File: src/rtl/div_pkg.sv
// Shared types and constants for the sequential signed divider.
// Holds the FSM state encoding and the latency constant used by users of the divider.
package div_pkg;

  localparam int DIV_WIDTH     = 16;
  localparam int ITER_W        = $clog2(DIV_WIDTH);
  localparam int FIXED_LATENCY = DIV_WIDTH + 2;

  typedef enum logic [1:0] {
    IDLE,
    PREP,
    RUN,
    FIX
  } state_t;

endpackage

File: src/rtl/div_step.sv
// One restoring-division step: shift in a dividend bit and try to subtract.
// The incoming remainder is always below the divisor, so it fits WIDTH bits.
import div_pkg::*;

module div_step #(
  parameter int WIDTH = DIV_WIDTH
) (
  input  logic [WIDTH-1:0] p_in,
  input  logic             d_bit,
  input  logic [WIDTH-1:0] m,
  output logic [WIDTH-1:0] p_out,
  output logic             q_bit
);

  logic [WIDTH:0] trial;
  logic [WIDTH:0] diff;

  // trial >= m exactly when the subtraction does not borrow into the top bit
  always_comb begin
    trial = {p_in, d_bit};
    diff  = trial - {1'b0, m};
    q_bit = ~diff[WIDTH];
    p_out = q_bit ? diff[WIDTH-1:0] : trial[WIDTH-1:0];
  end

endmodule

File: src/rtl/seq_divider.sv
// Iterative signed divider, one quotient bit per clock, start/busy/done handshake.
// Define SEQ_DIV_EARLY_EN to finish early when |dividend| < |divisor|.
import div_pkg::*;

module seq_divider #(
  parameter int WIDTH = DIV_WIDTH
) (
  input  logic               clk,
  input  logic               rst_n,
  input  logic               start,
  input  logic [WIDTH-1:0]   dividend,
  input  logic [WIDTH-1:0]   divisor,
  output logic               busy,
  output logic               done,
  output logic [2*WIDTH-1:0] quotient,
  output logic [WIDTH-1:0]   remainder,
  output logic               error
);

  localparam int CNT_W = $clog2(WIDTH);

  state_t state, state_nx;

  logic [WIDTH-1:0]   dd_r, dv_r;
  logic [WIDTH-1:0]   a_r, m_r, p_r;
  logic [CNT_W-1:0]   cnt_r;
  logic               qneg_r, rneg_r;

  logic [WIDTH-1:0]   p_nx;
  logic               q_bit;
  logic [WIDTH-1:0]   q_mag;
  logic [2*WIDTH-1:0] q_ext, q_fix;
  logic [WIDTH-1:0]   r_fix, r_early;

  logic accept, zero_div, last, early;

  div_step #(.WIDTH(WIDTH)) u_step (
    .p_in  (p_r),
    .d_bit (a_r[WIDTH-1]),
    .m     (m_r),
    .p_out (p_nx),
    .q_bit (q_bit)
  );

  // Final sign correction applied as results are registered
  always_comb begin
    q_mag   = {a_r[WIDTH-2:0], q_bit};
    q_ext   = {{WIDTH{1'b0}}, q_mag};
    q_fix   = qneg_r ? -q_ext : q_ext;
    r_fix   = rneg_r ? -p_nx : p_nx;
    r_early = rneg_r ? -a_r : a_r;
  end

  // State register
  always_ff @(posedge clk) begin
    if (!rst_n) state <= IDLE;
    else        state <= state_nx;
  end

  // Next state; FIX accepts a new start so requests can run back to back
  always_comb begin
    state_nx = state;
    accept   = 1'b0;
    zero_div = 1'b0;
    last     = 1'b0;
    early    = 1'b0;
    unique case (state)
      IDLE, FIX: begin
        if (state == FIX) state_nx = IDLE;
        if (start) begin
          accept = 1'b1;
          if (divisor == '0) begin
            zero_div = 1'b1;
            state_nx = FIX;
          end else begin
            state_nx = PREP;
          end
        end
      end
      PREP: state_nx = RUN;
      RUN: begin
`ifdef SEQ_DIV_EARLY_EN
        early = (cnt_r == '0) && (a_r < m_r);
`endif
        last = (cnt_r == CNT_W'(WIDTH-1));
        if (early || last) state_nx = FIX;
      end
      default: state_nx = IDLE;
    endcase
  end

  // Operand capture, iteration datapath and result registers
  always_ff @(posedge clk) begin
    if (!rst_n) begin
      busy      <= 1'b0;
      done      <= 1'b0;
      error     <= 1'b0;
      quotient  <= '0;
      remainder <= '0;
      dd_r      <= '0;
      dv_r      <= '0;
      a_r       <= '0;
      m_r       <= '0;
      p_r       <= '0;
      cnt_r     <= '0;
      qneg_r    <= 1'b0;
      rneg_r    <= 1'b0;
    end else begin
      busy <= (state_nx == PREP) || (state_nx == RUN);
      done <= (state_nx == FIX);
      if (accept) begin
        dd_r <= dividend;
        dv_r <= divisor;
      end
      if (zero_div) begin
        quotient  <= '0;
        remainder <= dividend;
        error     <= 1'b1;
      end
      if (state == PREP) begin
        qneg_r <= dd_r[WIDTH-1] ^ dv_r[WIDTH-1];
        rneg_r <= dd_r[WIDTH-1];
        a_r    <= dd_r[WIDTH-1] ? -dd_r : dd_r;
        m_r    <= dv_r[WIDTH-1] ? -dv_r : dv_r;
        p_r    <= '0;
        cnt_r  <= '0;
      end
      if (state == RUN) begin
        if (early) begin
          quotient  <= '0;
          remainder <= r_early;
          error     <= 1'b0;
        end else begin
          p_r   <= p_nx;
          a_r   <= q_mag;
          cnt_r <= cnt_r + 1'b1;
          if (last) begin
            quotient  <= q_fix;
            remainder <= r_fix;
            error     <= 1'b0;
          end
        end
      end
    end
  end

endmodule
File: config.mk
export PLATFORM = sky130hd
export DESIGN_NAME = seq_divider
export DESIGN_NICKNAME = d
export VERILOG_FILES = /design/src/rtl/div_pkg.sv /design/src/rtl/div_step.sv /design/src/rtl/seq_divider.sv
export SDC_FILE = /design/constraint.sdc
export NUM_CORES = 1
export LEC_CHECK = 0
export ABC_AREA = 1
export BUFFER_PORTS_ARGS = -buffer_cell sky130_fd_sc_hd__buf_4
export CAP_MARGIN = 20
export CORE_ASPECT_RATIO = 1.4
export CORE_MARGIN = 10
export CORE_UTILIZATION = 30
export DETAILED_ROUTE_END_ITERATION = 12
export PLACE_DENSITY = 0.57
export SLEW_MARGIN = 0
export SYNTH_ARGS = -nofsm -noshare
export SYNTH_HDL_FRONTEND = slang
export SYNTH_SLANG_ARGS = --single-unit
File: constraint.sdc
create_clock -name clk -period 4.9 [get_ports clk]
set_clock_uncertainty 0.15 [all_clocks]
set_input_delay 0 -clock clk [delete_from_list [all_inputs] [get_ports clk]]
set_output_delay 0 -clock clk [all_outputs]
set_load 0.01 [all_outputs]
# --- Yosys cells after proc, flatten, opt, wreduce, memory -nomap -nowiden ---
# Index checks and enable logic that the tools add are counted.
op_classes:
  addsub: 6
  eq_ne: 7
  mux: 31
  bitwise: 2
  reduce_logical: 5
op_table:
  columns: ["operator", "count"]
  rows:
  - ["$mux W16", 11]
  - ["$mux W32", 4]
  - ["$neg A16 Y16", 3]
  - ["$neg A16 Y32", 1]
  - ["$sub A17 B16 Y17", 1]
  - ["$logic_not A16 Y1", 1]
  - ["$mux W1", 9]
  - ["$eq A2 B2 Y1 const B", 4]
  - ["$mux W2", 4]
  - ["$mux W4", 2]
  - ["$pmux W2 S3", 1]
  - ["$add A4 B1 Y4 const B", 1]
  - ["$eq A2 B1 Y1 const B", 2]
  - ["$eq A4 B4 Y1 const B", 1]
  - ["$logic_not A2 Y1", 1]
  - ["$reduce_bool A2 Y1", 1]
  - ["$reduce_or A2 Y1", 1]
  - ["$logic_or A1 B1 Y1", 1]
  - ["$not A1 Y1", 1]
  - ["$xor A1 B1 Y1", 1]
totals:
  reg_bits: 139
  inputBits: 35
  output_inout_bits: 51

# --- Depth between registers and ports, before layout ---
logic_depth:
  depth_word: 7
  ltp_mapped: 25
  ltp_nobuf: 24

# --- Hierarchy ---
# From an unflattened synthesis, not the netlist that was laid out.
unflattened:
  hier_cells: 1284
  hier_area_um2: 8259.2
modules_own_cells:
  columns: ["module", "instances", "cells_each", "area_per_inst_um2"]
  rows:
  - ["seq_divider", 1, 1002, 6809.0]
  - ["div_step", 1, 282, 1450.1]

# --- Least setup slack after synthesis ---
# OpenSTA, ideal clock, no wires.
synth_path:
  path_type: "flip-flop to flip-flop"
  start: "reg a_r[15]"
  end: "reg quotient[16]"
  arrival_ns: 3.340
  slack_ns: 1.258
  stages_incl_launch_ff: 24
  n_path_buf: 1
  path_cell_list: "dfxtp_1 inv_1 ha_1 fa_1 inv_1 nand2_1 nand2_1 nand3_1 nand2_2 nand2_2 nand2_2 nand2_2 nand2_2 buf_2 ha_1 nand2_1 inv_1 nand2_1 nor3_1 nand3_1 nor3_1 nand2_1 o31ai_1 a21oi_1"
synth_via:
  elab_chain_cells: 6
synth_lines:
  columns: ["element", "line", "text"]
  rows:
  - ["start: declaration", "seq_divider.sv:25", "logic [WIDTH-1:0] a_r, m_r, p_r;"]
  - ["start signal: assignment", "seq_divider.sv:123", "a_r <= dd_r[WIDTH-1] ? -dd_r : dd_r;"]
  - ["start signal: assignment", "seq_divider.sv:135", "a_r <= q_mag;"]
  - ["$sub A17 B16 Y17", "div_step.sv:21", "diff = trial - {1'b0, m};"]
  - ["$not A1 Y1", "div_step.sv:22", "q_bit = ~diff[WIDTH];"]
  - ["$neg A16 Y32", "seq_divider.sv:49", "q_fix = qneg_r ? -q_ext : q_ext;"]
  - ["$mux W32", "seq_divider.sv:49", null]
  - ["$mux W32", "seq_divider.sv:137", "if (last) begin"]
  - ["$mux W32", "seq_divider.sv:128", "if (state == RUN) begin"]
  - ["end signal: assignment", "seq_divider.sv:138", "quotient <= q_fix;"]
  - ["end: declaration", "seq_divider.sv:15", "output logic [2*WIDTH-1:0] quotient,"]
# No other way between the ends.
# A chain may end at the register's enable or synchronous reset.

# --- Final worst setup path ---
layout_path:
  start: "reg a_r[15]"
  end: "reg quotient[22]"
# Same word-level chain as after synthesis.

==> impl_results.md <==
* Status: complete, no violations
* Drt pass-1 iters at 7
* Nets at 1365
* Resize count post-CTS at 0
* Synth area leaders: dfxtp_1, nand2_1, inv_1, a21oi_1, nand3_1
* Gpl congestion at 0.877
* Layout Cells excl Fill at 1640
* Leak at 4.49 nW
* Mean post-synth cell area at 6.60 um^2
* Initial Util at 0.304
* Die span in y at 212 um
* CP required at 5.03 ns
* Critical path launch point type: flip-flop
* PortBufs at 85
* Clock tree root buffer cell: clkbuf_16
* DR vias at 8053
* Crit Path Max Fanout at 8
* Synthesized flop and latch total at 139
* Most frequent cell after synthesis: nand2_1
* DP HPWL at 19600 um
* Cell Pwr Density at 644 mW/mm^2
* Layout cell share with drive strength beyond 1 at 0.128
* Top FF cell, synth: dfxtp_1
* Number of H-tree levels at 4
* Max-slew violation count at 0
* Flop pwr share at 0.245
* Total track usage at 0.161
* Switching pwr at 3.18 mW
* Clock Sinks at 139
* Setup_tns at 0 ns
* Final wirelength at 26700 um
* CTS Buf Count at 17
* RR Endpoint: quotient[22]$_SDFF_PN0_
* Internal power at 3.13 mW
* Worst setup EP type: flip-flop
* WS Path Type: flip-flop to flip-flop
* Crit share post-route at 0.841
* Hold path start: divisor[11]
* Tightest Hold Check Type: primary input to flip-flop
* Mapped cell area at 0.00794 mm^2
* Hold Path Stages at 4
* RR Startpoint: a_r[15]$_SDFFE_PN0N_
* Horiz. Die Dim at 157 um
* DRC violations left at 0
* Core Region at 0.0261 mm^2
* Residual overflow from global routing at 0
* Clock Tree Buf Depth at 2
* WHS at 0.239 ns
* Peak supply drop at 0.000360 V
* Cell Rows at 70
* Relative slew slack at 0.378
* DRT iter0 DRCs at 426
* Hold Path End: dv_r[11]$_SDFFE_PN0P_
* Synthesis-to-finish area growth at 23.4%
* Post-Syn Nets at 1266
* Sequential fraction of the synthesis area at 0.350
* Sw frac at 0.504
* Ys async rst share at 0
* Logic pwr share at 0.553
* TritonCTS clock tree: done
* RSZ-0062 raised after global routing: no
* Largest net degree at the start of global routing at 71
* Max-Cap Viols at 0
* Cell count after synthesis at 1203
* Number of enable flip-flop cells after synthesis at 0
* ANT nets after route at 0
* Pin slew with the least headroom to its limit at 0.925 ns
* # IOs at 86
* Achievable frequency at 243 MHz
* Fin crit period at 4.12 ns
* Latest clock arrival within the worst-skew pair at 0.44 ns
* Dpl ws at 0.780 ns
* Worst path arrival time at 4.25 ns
* First-pass GRT wire length at 42500 um
* Via/cell ratio at 4.91
* Synth warn at 0
* Die area at 0.0335 mm^2
* Initial antenna violation count at 1
* Final setup viols at 0
* Final hold viol count at 0
* Post-Place Cells at 1570
* Fin worst setup slack at 0.779 ns
* Clk pwr share at 0.202
* Post-synth top area share at 0.350
* Vias in the first global route at 8015
* Clock slew at reported path FFs at 0.07 ns
* R2r worst-path depth at 22
* Synth cell types at 47
* Dominant cell type by area after synthesis: dfxtp_1
* Commonest cells post-synth: nand2_1, inv_1, dfxtp_1
* Wire per inst at 16.3 um
* Reg2Reg Setup Slack at 0.78 ns
-- power by group through the flow --
stage                     clock network (mW)  registers (mW)  logic (mW)
final                                   1.28            1.55        3.49
after global routing                    1.35            1.58        3.97
after CTS                               1.31            1.54        3.48
after detailed placement                   0            1.57        3.44
after global placement                     0            1.56        3.42
after floorplan                            0            1.48        2.68
-- how the worst max path moves through the flow --
| stage | endpoint | slack, ns | from | cells past startpoint |
|---|---|---|---|---|
| finish | quotient[22]$_SDFF_PN0_ | 0.78 | a_r[15]$_SDFFE_PN0N_ | 22 |
| global route | quotient[24]$_SDFF_PN0_ | 0.14 | a_r[15]$_SDFFE_PN0N_ | 22 |
| CTS | quotient[18]$_SDFF_PN0_ | 0.74 | a_r[15]$_SDFFE_PN0N_ | 22 |
| detailed placement | quotient[18]$_SDFF_PN0_ | 0.78 | a_r[15]$_SDFFE_PN0N_ | 22 |
| global placement | quotient[28]$_SDFF_PN0_ | 0.83 | a_r[15]$_SDFFE_PN0N_ | 22 |
| floorplan | quotient[16]$_SDFF_PN0_ | 1.26 | a_r[15]$_SDFFE_PN0N_ | 23 |
-- state kept, by name, indices dropped and copies added, names as in the netlist, 4 cells and up --
| signal | flops |
|---|---|
| quotient | 32 |
| dd_r | 16 |
| dv_r | 16 |
| m_r | 16 |
| cnt_r | 4 |
| a_r | 16 |
| p_r | 16 |
| remainder | 16 |
-- per-stage QoR --
| step | util | power, mW | area (um^2) |
|---|---|---|---|
| after floorplan | - | 4.16 | 7940 |
| after global placement | 0.339 | 4.98 | 8850 |
| after detailed placement | 0.339 | 5.01 | 8850 |
| after CTS | 0.375 | 6.33 | 9800 |
| after global routing | 0.375 | 6.89 | 9800 |
| final | 0.375 | 6.31 | 9800 |
-- worst max-delay path, stage by stage (launching register included) --
cell     delay [ns]
dfxtp_1        0.39
inv_1          0.06
ha_1           0.20
fa_1           0.41
inv_1          0.09
nand2_1        0.05
nand2_1        0.07
nand3_1        0.08
nand2_2        0.10
nand2_2        0.08
nand2_2        0.08
nand2_2        0.08
nand2_2        0.10
ha_1           0.17
nand2_1        0.07
inv_1          0.07
nand2_1        0.07
nor3_1         0.21
nand3_1        0.15
nor3_1         0.25
nand2_1        0.11
o31ai_1        0.76
a21oi_1        0.14
-- metal layers --
metal	track usage	vias up	wire length, um
met5	0	-	0
met3	0.0291	44	948
li1	-	4130	-
met4	0.0659	0	751
met1	0.177	3701	10800
met2	0.295	178	14100
-- cells in the final DEF (no fill, tap or decap), drive strengths merged, types with 24 or more instances in the layout --
cell type,n
ha,27
dlygate4sd3,37
buf,95
nor3,24
nand2,319
inv,165
a21oi,103
nor2,101
o21ai,81
dfxtp,139
nand3,92
-- kinds of logic (layout without fill, tap and decap cells) --
| kind of cell | after synthesis | count (layout) | synth area share |
|---|---|---|---|
| buf+inv | 210 | 322 | 0.101 |
| other cells | 0 | 1 | 0 |
| flops | 139 | 139 | 0.350 |
| simple gates | 562 | 562 | 0.308 |
| compound gates | 239 | 239 | 0.168 |
| fa+ha+maj | 28 | 28 | 0.0451 |
| xor+xnor | 25 | 25 | 0.0276 |
-- cell type report --
type / count / area, um^2
Sequential cell: 139 / 2780
Multi-Input combinational cell: 854 / 4360
Inverter: 158 / 593
Timing Repair Buffer: 132 / 1080
Fill cell: 2830 / 16300
Clock buffer: 17 / 425
Tap cell: 324 / 405
Clock inverter: 15 / 150
Antenna cell: 1 / 2.50
-- repair_timing --
| action | in CTS | in global routing |
|---|---|---|
| hold buffers | 37 | 0 |
| endpoints found under the hold margin | 53 | 0 |
| buffers inserted | 0 | 0 |
| endpoints found under the setup margin | 0 | 0 |
(Power assumes the default switching activity.)
